## config.mk

```make
export PLATFORM = sky130hd
export DESIGN_NAME = spi_xfer_arbiter
export DESIGN_NICKNAME = d
export VERILOG_FILES = /design/src/rtl/spi_xfer_arbiter.sv
export SDC_FILE = /design/constraint.sdc
export NUM_CORES = 1
export LEC_CHECK = 0
export ABC_AREA = 1
export CELL_PAD_IN_SITES_DETAIL_PLACEMENT = 0
export CELL_PAD_IN_SITES_GLOBAL_PLACEMENT = 1
export CORE_UTILIZATION = 31
export DETAILED_ROUTE_END_ITERATION = 6
export PLACE_DENSITY_LB_ADDON = 0.08
export SYNTH_ARGS = -nofsm -noshare
export SYNTH_HDL_FRONTEND = slang
export SYNTH_SLANG_ARGS = --single-unit
export TNS_END_PERCENT = 30
```

## constraint.sdc

```tcl
create_clock -name clk -period 1.4 [get_ports clk]
set_input_delay 0.28 -clock clk [delete_from_list [all_inputs] [get_ports clk]]
set_output_delay 0.28 -clock clk [all_outputs]
set_load 0.02 [all_outputs]
```

## src/rtl/spi_xfer_arbiter.sv

```systemverilog
// spi_xfer_arbiter: round-robin sharing of one SPI master byte engine across n_req requesters,
// with chip-select setup/gap timing and a per-byte completion timeout.
module spi_xfer_arbiter #(
   parameter int N_REQ    = 2,
   parameter int CS_SETUP = 2,
   parameter int CS_GAP   = 4,
   parameter int TIMEOUT  = 255
) (
   input  logic               clk,
   input  logic               rst_n,
   input  logic [N_REQ-1:0]   req,
   input  logic [4*N_REQ-1:0] req_len,
   input  logic [8*N_REQ-1:0] tx_data,
   output logic [N_REQ-1:0]   gnt,
   output logic [N_REQ-1:0]   tx_pop,
   output logic [7:0]         rx_data,
   output logic [N_REQ-1:0]   rx_valid,
   output logic [N_REQ-1:0]   done,
   output logic [N_REQ-1:0]   err,
   output logic [N_REQ-1:0]   cs_n,
   output logic               mst_start,
   output logic [7:0]         mst_tx,
   input  logic               mst_done,
   input  logic [7:0]         mst_rx
);
   localparam int IW = $clog2(N_REQ);
   typedef enum logic [2:0] {IDLE, SETUP, START, WAIT, GAP} state_t;
   state_t state;
   logic [IW-1:0] ptr, pick, cand;
   logic [N_REQ-1:0] valid, sel, pick_oh;
   logic [3:0] cnt, len_pick;
   logic [7:0] tmr, tx_cur;
   assign sel = N_REQ'(1) << ptr;
   assign pick_oh = N_REQ'(1) << pick;
   // descending scan so the nearest valid requester after ptr wins
   always_comb begin
      valid = '0;
      len_pick = '0;
      tx_cur = '0;
      pick = ptr;
      cand = ptr;
      for (int i = 0; i < N_REQ; i++) valid[i] = req[i] && (req_len[4*i +: 4] != 4'd0);
      for (int j = N_REQ; j >= 1; j--) begin
         cand = IW'((int'(ptr) + j) % N_REQ);
         if (valid[cand]) pick = cand;
      end
      for (int i = 0; i < N_REQ; i++) begin
         if (IW'(i) == pick) len_pick = req_len[4*i +: 4];
         if (IW'(i) == ptr) tx_cur = tx_data[8*i +: 8];
      end
   end
   always_ff @(posedge clk or negedge rst_n)
      if (!rst_n) begin
         state     <= IDLE;
         ptr       <= IW'(N_REQ - 1);
         cnt       <= '0;
         tmr       <= '0;
         gnt       <= '0;
         tx_pop    <= '0;
         rx_data   <= '0;
         rx_valid  <= '0;
         done      <= '0;
         err       <= '0;
         cs_n      <= '1;
         mst_start <= 1'b0;
         mst_tx    <= '0;
      end else begin
         mst_start <= 1'b0;
         tx_pop    <= '0;
         rx_valid  <= '0;
         done      <= '0;
         err       <= '0;
         case (state)
            IDLE: if (|valid) begin
               ptr   <= pick;
               gnt   <= pick_oh;
               cs_n  <= ~pick_oh;
               cnt   <= len_pick;
               tmr   <= '0;
               state <= (CS_SETUP == 1) ? START : SETUP;
            end
            SETUP: if (tmr == 8'(CS_SETUP - 2)) state <= START;
                   else tmr <= tmr + 8'd1;
            START: begin
               mst_start <= 1'b1;
               tx_pop    <= sel;
               mst_tx    <= tx_cur;
               tmr       <= '0;
               state     <= WAIT;
            end
            WAIT: if (mst_done) begin
               rx_data  <= mst_rx;
               rx_valid <= sel;
               cnt      <= cnt - 4'd1;
               if (cnt == 4'd1) begin
                  cs_n  <= '1;
                  gnt   <= '0;
                  done  <= sel;
                  tmr   <= '0;
                  state <= GAP;
               end else state <= START;
            end else if (tmr == 8'(TIMEOUT - 1)) begin
               cs_n  <= '1;
               gnt   <= '0;
               err   <= sel;
               tmr   <= '0;
               state <= GAP;
            end else tmr <= tmr + 8'd1;
            GAP: if (tmr == 8'(CS_GAP - 1)) state <= IDLE;
                 else tmr <= tmr + 8'd1;
            default: state <= IDLE;
         endcase
      end
endmodule

```

==> results.yml <==
run:
  drv_cap: 0
run_status:
  outcome: "finished with violations"
  violations: "setup timing"
floorplanning:
  die_area_um2: 8280
  num_rows: 32
  dieHeight_um: 91.0
  ios: 66
  start_util: 0.319
  die_w_um: 91.0
  core_um2: 7690
sta:
  skew_ns: 0.00812
  max_slew_margin: 0.713
  worstMarginPinSlew_ns: 0.431
  layout_setup_ws_ns: -0.0465
  post-route-period-util: 1.03
  finalSetupViolations: 9
  rsz0062_at_grt: "yes"
  maxSlewViolCount: 0
  fmax_ghz: 0.691
  min_period_ns: 1.45
  finalHoldViolations: 0
finish:
  final_cells: 560
  multiInputGateArea_um2: 1440
  syn2layout_area_growth_pct: 63.7
  drive_gt1_frac: 0.319
  fillers: 782
  nets: 499
  seq_area_um2: 1140
  n_antenna_cell: 0
detailed_routing:
  drc: 0
  ant_nets: 0
  vias: 2560
  wirelength_um: 7190
  viasPerCell: 4.57
  dr.first_iter.drc_count: 59
  routed.top_layer: "met4"
  wl_met1_um: 3320
  dr_wl_met2_um: 3600
  wl_met3_um: 202
  wl_per_cell_um: 12.8
  dr.pass1.iters: 4
grt:
  grt-ovfl-total: 0
  grt_usage: 0.179
  grt_antenna_before_repair: 0
  grt_max_degree: 34
  first_global_vias: 2467
  grt_pass1_wl_um: 11600
synth:
  yosysSeqAreaShare: 0.460
  ys_top_cells_by_area: "dfrtp_1, nand2_1, nor2_1, nand3_1, inv_1"
  ys_ff_latch: 45
  synth.distinct_cells: 30
  syn-num-nets: 369
  synth.top_cell.area_share: 0.428
  syn_inst: 327
  syn_area_per_cell_um2: 7.51
  syn_area_um2: 2450
  yosysTopAreaCell: "dfrtp_1"
  yosysWarnings: 0
pwr:
  p_per_area_nw_per_um2: 612
  worst_ir_drop_vdd_mv: 0.491
  leakage_nw: 1.96
  p_total_mw: 2.46
clock_tree:
  clk_latency_ns: 0.30
  clk_pin_slew_worst_paths_ns: 0.10
  cts_made_buffers: 5
  htree_num_levels: 2
  cts_tree: "yes"
  root_buffer: "clkbuf_8"
  numClockSinks: 45
  clockBufferDepth: 2
placement:
  dp.cells: 542
  place_congestion: 0.864
  dpl.hpwl_um: 5230
  pre_cts_ws_ns: -0.295
  io_buffers: 65
worst_setup_path:
  startpoint_type: "flop"
  r2r_setup_slack_ns: -0.05
  criticalPathCategory: "reg -> reg"
  worstSetupEndpointType: "flop"
  path_max_fanout: 4
  worstPathRequired_ns: 1.64
  crit_arrival_ns: 1.69
min_path:
  min_path_type: "in -> async"
[synthesized netlist by cell type]
master    count
nand2_1     109
nor2_1       50
dfrtp_1      42
nand3_1      30
inv_1        24
o21ai_0      14
a21oi_1       8
ha_1          5
nand4_1       5
nor3_2        4
dfstp_2       3
nand2_2       3
nor2_2        3
nor3_1        3
o21ai_1       3
o21bai_1      3
buf_6         2
clkinv_1      2
inv_2         2
o21ai_2       2
a21boi_4      1
buf_2         1
clkbuf_1      1
inv_4         1
nand2_4       1
nand3_2       1
nand3_4       1
nor2_4        1
or2_2         1
xnor2_1       1
[layout make-up]
class	instances	share of cell area
Clock buffer	5	0.0171
Clock inverter	3	0.00529
Inverter	29	0.0290
Multi-Input combinational cell	249	0.359
Sequential cell	45	0.283
Tap cell	102	0.0318
Timing Repair Buffer	127	0.275
[power by group]
group | switching, mW | internal, mW | total, mW
Clock | 0.503 | 0.356 | 0.859
Combinational | 0.119 | 0.159 | 0.278
Sequential | 0.00876 | 1.31 | 1.32
Total | 0.631 | 1.83 | 2.46
[registers in the layout (all words and copies together), names as in the netlist]
name / flops
mst_tx: 8
rx_data: 8
tmr: 8
cnt: 4
state: 3
cs_n: 2
done: 2
err: 2
gnt: 2
rx_valid: 2
tx_pop: 2
mst_start: 1
ptr: 1
[worst paths after layout]
check | endpoint | from | cells past startpoint
min in group clk | rx_data[4] | rx_data[4] | 2
worst max register to register | state[1] | tmr[0] | 11
worst min register to register | rx_data[4] | rx_data[4] | 2
worst max-delay path | state[1] | tmr[0] | 11
max in group asynchronous | cs_n[0] | rst_n | 3
worst min-delay path | err[0] | rst_n | 3
[per-layer routing]
metal  GRT usage  vias to the layer above
met5           0                        -
met4      0.0317                        0
met3      0.0285                        6
met2       0.313                       42
met1       0.237                     1207
li1            -                     1305
[kinds of logic (layout without fill, tap and decap cells)]
family | Yosys count | in the layout | share of synthesized area
compound gates | 31 | 31 | 0.0749
xor+xnor | 1 | 1 | 0.00357
fa+ha+maj | 5 | 5 | 0.0255
buf+inv | 33 | 164 | 0.0581
flops | 45 | 45 | 0.460
simple gates | 212 | 212 | 0.378
[critical path, cell delays in order (launching register included)]
cell     delay [ns]
dfrtp_1        0.41
inv_2          0.09
ha_4           0.14
nand2_4        0.05
nor2_4         0.10
nand2_4        0.09
nand2_4        0.08
buf_4          0.11
nand2_4        0.04
nor2_4         0.15
o21ai_2        0.07
nand2_1        0.06
[repair_timing]
| item | in CTS | in global routing |
|---|---|---|
| pin swaps | 15 | 31 |
| gates resized for setup | 71 | 59 |
| hold buffers | 1 | 0 |
| endpoints found under the setup margin | 58 | 44 |
| setup buffers | 5 | 4 |
| hold endpoints to repair | 12 | 0 |
[metrics by stage]
step                hold WS [ns]  TNS, ns  cell area (um2)   util
floorplan                -0.0156        0             2450      -
global placement           0.240    -6.05             3590  0.467
detailed placement         0.241    -6.54             3590  0.467
CTS                        0.439   -0.771             3790  0.493
global route               0.467    -2.01             4020  0.523
finish                     0.441   -0.166             4020  0.523
[cells in the final DEF (no fill, tap or decap), drive strengths merged]
| master | count |
|---|---|
| ha | 5 |
| a21oi | 8 |
| clkinvlp | 1 |
| nand3 | 32 |
| o21bai | 3 |
| xnor2 | 1 |
| dfstp | 3 |
| dlygate4sd2 | 27 |
| dfrtp | 42 |
| or2 | 1 |
| nand4 | 5 |
| clkbuf | 5 |
| clkdlybuf4s50 | 35 |
| nor3 | 7 |
| clkinv | 3 |
| nor2 | 54 |
| nand2 | 113 |
| dlygate4sd3 | 1 |
| buf | 64 |
| inv | 28 |
| o21ai | 19 |
| a21boi | 1 |
(Power assumes the default switching activity.)
